## config.mk

```make
export PLATFORM = sky130hd
export DESIGN_NAME = convolution_coprocessor_fsm
export DESIGN_NICKNAME = d
export VERILOG_FILES = /design/src/rtl/convolution_coprocessor_pkg.sv /design/src/rtl/convolution_coprocessor_fsm.sv
export SDC_FILE = /design/constraint.sdc
export NUM_CORES = 1
export LEC_CHECK = 0
export ABC_AREA = 1
export BUFFER_PORTS_ARGS = -buffer_cell sky130_fd_sc_hd__clkbuf_2
export CORE_MARGIN = 5
export CORE_UTILIZATION = 50
export CTS_CLUSTER_DIAMETER = 200
export DETAILED_ROUTE_END_ITERATION = 7
export PLACE_DENSITY_LB_ADDON = 0.1
export SLEW_MARGIN = 20
export SYNTH_ARGS = -nofsm -noshare
export SYNTH_HDL_FRONTEND = slang
export SYNTH_SLANG_ARGS = --single-unit
export TNS_END_PERCENT = 20
```

## constraint.sdc

```tcl
create_clock -name clk_i -period 2.3 [get_ports clk_i]
set_clock_uncertainty 0.15 [all_clocks]
set_input_delay 0.115 -clock clk_i [delete_from_list [all_inputs] [get_ports clk_i]]
set_output_delay 0.115 -clock clk_i [all_outputs]
set_load 0.05 [all_outputs]
```

## src/rtl/convolution_coprocessor_pkg.sv

```systemverilog
// Shared types and defaults for the convolution coprocessor sequencer.
package convolution_coprocessor_pkg;

    // Default X/Y memory address width; Z memory is one bit wider.
    localparam int unsigned ADDR_W_DEFAULT = 5;

    typedef enum logic [2:0] {
        StIdle,
        StClear,
        StMac,
        StDrain,
        StWrite,
        StDone
    } state_e;

endpackage

```

## src/rtl/convolution_coprocessor_fsm.sv

```systemverilog
// Sequencer for a 1-D full convolution Z = X * Y. For each output index n it clears the
// accumulator, sweeps k over Y while reading X[n-k], waits one cycle for the last product,
// then writes Z[n].
module convolution_coprocessor_fsm
    import convolution_coprocessor_pkg::*;
#(
    parameter int unsigned ADDR_W = ADDR_W_DEFAULT
) (
    input  logic              clk_i,
    input  logic              rst_n_i,
    input  logic              start_i,
    input  logic [ADDR_W:0]   sizeX_i,
    input  logic [ADDR_W:0]   sizeY_i,
    output logic [ADDR_W-1:0] memX_addr_o,
    output logic [ADDR_W-1:0] memY_addr_o,
    output logic [ADDR_W:0]   memZ_addr_o,
    output logic              memZ_we_o,
    output logic              acc_clr_o,
    output logic              acc_en_o,
    output logic              busy_o,
    output logic              done_o
);

    localparam logic [ADDR_W:0]   KOne = 1;
    localparam logic [ADDR_W+1:0] KTwo = 2;

    state_e            state_q, state_d;
    logic [ADDR_W:0]   n_q, n_d;
    logic [ADDR_W:0]   k_q, k_d;
    logic [ADDR_W:0]   size_x_q, size_x_d;
    logic [ADDR_W:0]   size_y_q, size_y_d;
    logic              acc_en_q;

    logic [ADDR_W+1:0] diff;
    logic              tap_valid;
    logic              k_last;
    logic              n_last;

    // Tap geometry: X index is n-k, computed one bit wider so k>n cannot alias a valid index.
    always_comb begin
        diff      = {1'b0, n_q} - {1'b0, k_q};
        tap_valid = (k_q <= n_q) && (diff < {1'b0, size_x_q});
        k_last    = (k_q == (size_y_q - KOne));
        n_last    = ({1'b0, n_q} == ({1'b0, size_x_q} + {1'b0, size_y_q} - KTwo));
    end

    // State, counters and latched sizes; acc_en is the tap-valid flag delayed to match
    // the one-cycle memory read latency.
    always_ff @(posedge clk_i or negedge rst_n_i) begin
        if (!rst_n_i) begin
            state_q  <= StIdle;
            n_q      <= '0;
            k_q      <= '0;
            size_x_q <= '0;
            size_y_q <= '0;
            acc_en_q <= 1'b0;
        end else begin
            state_q  <= state_d;
            n_q      <= n_d;
            k_q      <= k_d;
            size_x_q <= size_x_d;
            size_y_q <= size_y_d;
            acc_en_q <= (state_q == StMac) && tap_valid;
        end
    end

    // Next-state and per-state outputs.
    always_comb begin
        state_d     = state_q;
        n_d         = n_q;
        k_d         = k_q;
        size_x_d    = size_x_q;
        size_y_d    = size_y_q;
        memX_addr_o = '0;
        memY_addr_o = '0;
        memZ_addr_o = '0;
        memZ_we_o   = 1'b0;
        acc_clr_o   = 1'b0;
        done_o      = 1'b0;

        unique case (state_q)
            StIdle: begin
                if (start_i) begin
                    size_x_d = sizeX_i;
                    size_y_d = sizeY_i;
                    n_d      = '0;
                    k_d      = '0;
                    // Empty operand: nothing to write, finish straight away.
                    state_d  = ((sizeX_i == '0) || (sizeY_i == '0)) ? StDone : StClear;
                end
            end
            StClear: begin
                acc_clr_o = 1'b1;
                k_d       = '0;
                state_d   = StMac;
            end
            StMac: begin
                memY_addr_o = k_q[ADDR_W-1:0];
                memX_addr_o = diff[ADDR_W-1:0];
                k_d         = k_q + KOne;
                if (k_last) begin
                    state_d = StDrain;
                end
            end
            StDrain: begin
                state_d = StWrite;
            end
            StWrite: begin
                memZ_we_o   = 1'b1;
                memZ_addr_o = n_q;
                if (n_last) begin
                    state_d = StDone;
                end else begin
                    n_d     = n_q + KOne;
                    state_d = StClear;
                end
            end
            StDone: begin
                done_o  = 1'b1;
                state_d = StIdle;
            end
            default: begin
                state_d = StIdle;
            end
        endcase
    end

    assign acc_en_o = acc_en_q;
    assign busy_o   = (state_q != StIdle);

endmodule

```

==> impl_metrics.yaml <==
status:
  outcome: "complete, but fails checks"
  violations: "negative setup slack"
power_and_ir_drop:
  vdd_drop_max_mv: 1.05
  p_per_area_nw_per_um2: 1450
  power_uw: 4850
  power.leakage_uw: 0.00180
finish:
  design_area_sq_um: 3350
  fin_nets: 487
  fillerInstances: 385
  drive_above_1_share_pct: 29.6
  syn_to_final_growth_pct: 38.2
  num_antenna_cells: 0
  layout_common_cells: "nand2_1, inv_1, buf_4"
  multi_input_area_sq_um: 1570
  final_common_cell: "nand2_1"
  regArea_sq_um: 701
floorplan:
  io_pins: 36
  dieArea_sq_um: 6340
  core_sq_um: 4720
  dieWidth_microns: 79.6
  rows: 25
  start_util_pct: 51.3
  die_h_microns: 79.6
synthesis:
  synthTopCellsByArea: "dfrtp_1, ha_1, nand2_1"
  synthArstFlopShare_pct: 100
  synth_area_leader_cell: "dfrtp_1"
  synth-main-ff-cell: "dfrtp_1"
  syn_inst: 344
  synth-seq-cells: 28
  synthesis.area_sq_um: 2420
  synth_nets: 386
  synth_top_area_share_pct: 28.9
  ys_warn_count: 0
  yosysSeqAreaShare_pct: 28.9
  synth_edf_count: 0
  syn_avg_cell_area_sq_um: 7.04
  synth_cell_types: 31
place:
  place_congestion: 0.859
  dp.final_hpwl_microns: 4990
  portBuffers: 35
  placed_area_sq_um: 2980
  dp_slack_ps: -369
clock_tree:
  numCtsBuffers: 3
  tritoncts: "yes"
  root_buffer: "clkbuf_8"
  cts_buffer_depth: 2
  htreeDepth: 1
  path_clk_slew_ps: 90
  cts_sinks: 28
  insertion_delay_ps: 280
sta:
  setup_ws_ps: -211
  min_period_ps: 2510
  relSlewSlack_pct: 51.8
  rsz0062_at_grt: "yes"
  fmax_mhz: 398
  tightest_slew_ps: 724
  fin_tns_setup_ps: -1550
  slew_viol_final: 0
  hold_violations: 0
  fin_crit_sh_pct: 109
  setup_viol: 8
setup_path:
  crit_type: "register to register"
  critical-path-slowest-cell: "fa_2"
  cp.required_ps: 2370
  worstPathMaxFanout: 7
  worstSetupEndpointType: "register"
  worst_path_most_repeated_cell: "nand2_1"
  crit_chain: "inv_2 > ha_4 > inv_2 > ha_4 > inv_2 > fa_2 > nand2_1 > nand2_1 > nand2_2 > nor2_4 > nand3_2 > nor2_4 > nand3_4 > nand2_4 > nand2_1 > nand2_1"
  critPathLaunchType: "register"
  arrival_ps: 2580
  critPathMaxStageDelay_ps: 560
grt:
  track_usage_pct: 22.3
  grt_first_pass_wirelength_microns: 11100
  grt_pass1_vias: 2529
  grt_antenna_before_repair: 0
  gr-total-overflow: 0
  grt_max_degree: 29
job:
  drv_cap: 0
drt:
  wl_per_cell_microns: 12.4
  dr.pass1.iters: 4
  routed_wirelength_microns: 6330
  drt_iter0_markers: 71
  vias: 2439
  drc_errors: 0
  post_drt_via_cell_ratio: 4.78
  final_antenna_net_count: 0
worst_hold_path:
  hold_path.class: "input pin to register"
[state kept, by name (all words and copies together), names as in the netlist]
name and count:
state_q 3, size_y_q 6, size_x_q 6, n_q 6, acc_en_o 1, k_q 6
[where the power goes]
part           switching (uW)  internal, uW  total [uW]
combinational            2200          1640        3830
clock                     152           118         270
sequential                104           649         753
[logic make-up (layout without fill, tap and decap cells)]
| kind of cell | Yosys count | after routing | share of synthesized area (%) |
|---|---|---|---|
| XOR/XNOR | 18 | 18 | 6.51 |
| multiplexers | 1 | 1 | 0.465 |
| buffers and inverters | 70 | 169 | 11.0 |
| flip-flops | 28 | 28 | 28.9 |
| AO/OA/AOI/OAI | 41 | 41 | 8.99 |
| AND/OR/NAND/NOR | 159 | 159 | 29.6 |
| adder cells (fa/ha/maj) | 27 | 27 | 14.6 |
[what timing repair did]
action,in CTS,in global routing
pin swaps,5,18
buffers inserted,9,1
endpoints found under the hold margin,40,0
hold buffers,13,0
resized for setup,11,28
setup endpoints to repair,10,11
[cell type report]
cell class,count,share of cell area [%]
clock buffer,3,1.23
inverter,67,7.51
multi-input combinational,246,46.8
sequential,28,20.9
tap,67,2.50
timing repair buffer,99,21.0
[routing by layer]
layer	global-route usage [%]	vias up	routed length [microns]
li1	-	1276	-
met1	28.0	1110	2870
met2	39.0	38	3150
met3	2.60	15	143
met4	8.08	0	168
met5	0	-	0
[Yosys cell counts, types with 3 or more instances]
master	instances
nand2_1	69
xnor2_1	9
ha_1	25
inv_2	5
nor2_1	50
or2_2	3
a21oi_1	21
nand3_1	18
o21ai_0	14
dfrtp_1	28
xor2_1	9
nor3_1	7
inv_1	62
[critical path: cells and delay by family (launching register included)]
kind,cells,cell delay (ps)
and+or+nand+nor,10,850
adders and majority gates,3,880
buffers and inverters,3,180
DFF,1,400
[stage by stage]
stage / hold slack (ps) / instances / utilization (%)
global route: 95.1 / 510 / 70.9
finish: 73.2 / 510 / 70.9
floorplan: -331 / 344 / -
global placement: 39.6 / 484 / 63.2
detailed placement: 50.8 / 484 / 63.2
CTS: 68.9 / 509 / 69.0
[worst paths after layout]
kind / start / endpoint / slack [ps] / cells past startpoint
max: size_y_q[1] / n_q[5] / -210 / 16
min: start_i / state_q[0] / 70 / 5
max reg2reg: size_y_q[1] / n_q[5] / -210 / 16
min reg2reg: size_x_q[4] / size_x_q[4] / 360 / 2
max in group asynchronous: rst_n_i / n_q[2] / 1270 / 2
min in group asynchronous: rst_n_i / size_x_q[3] / 270 / 2
No activity file was read; power rests on OpenSTA's default activity.
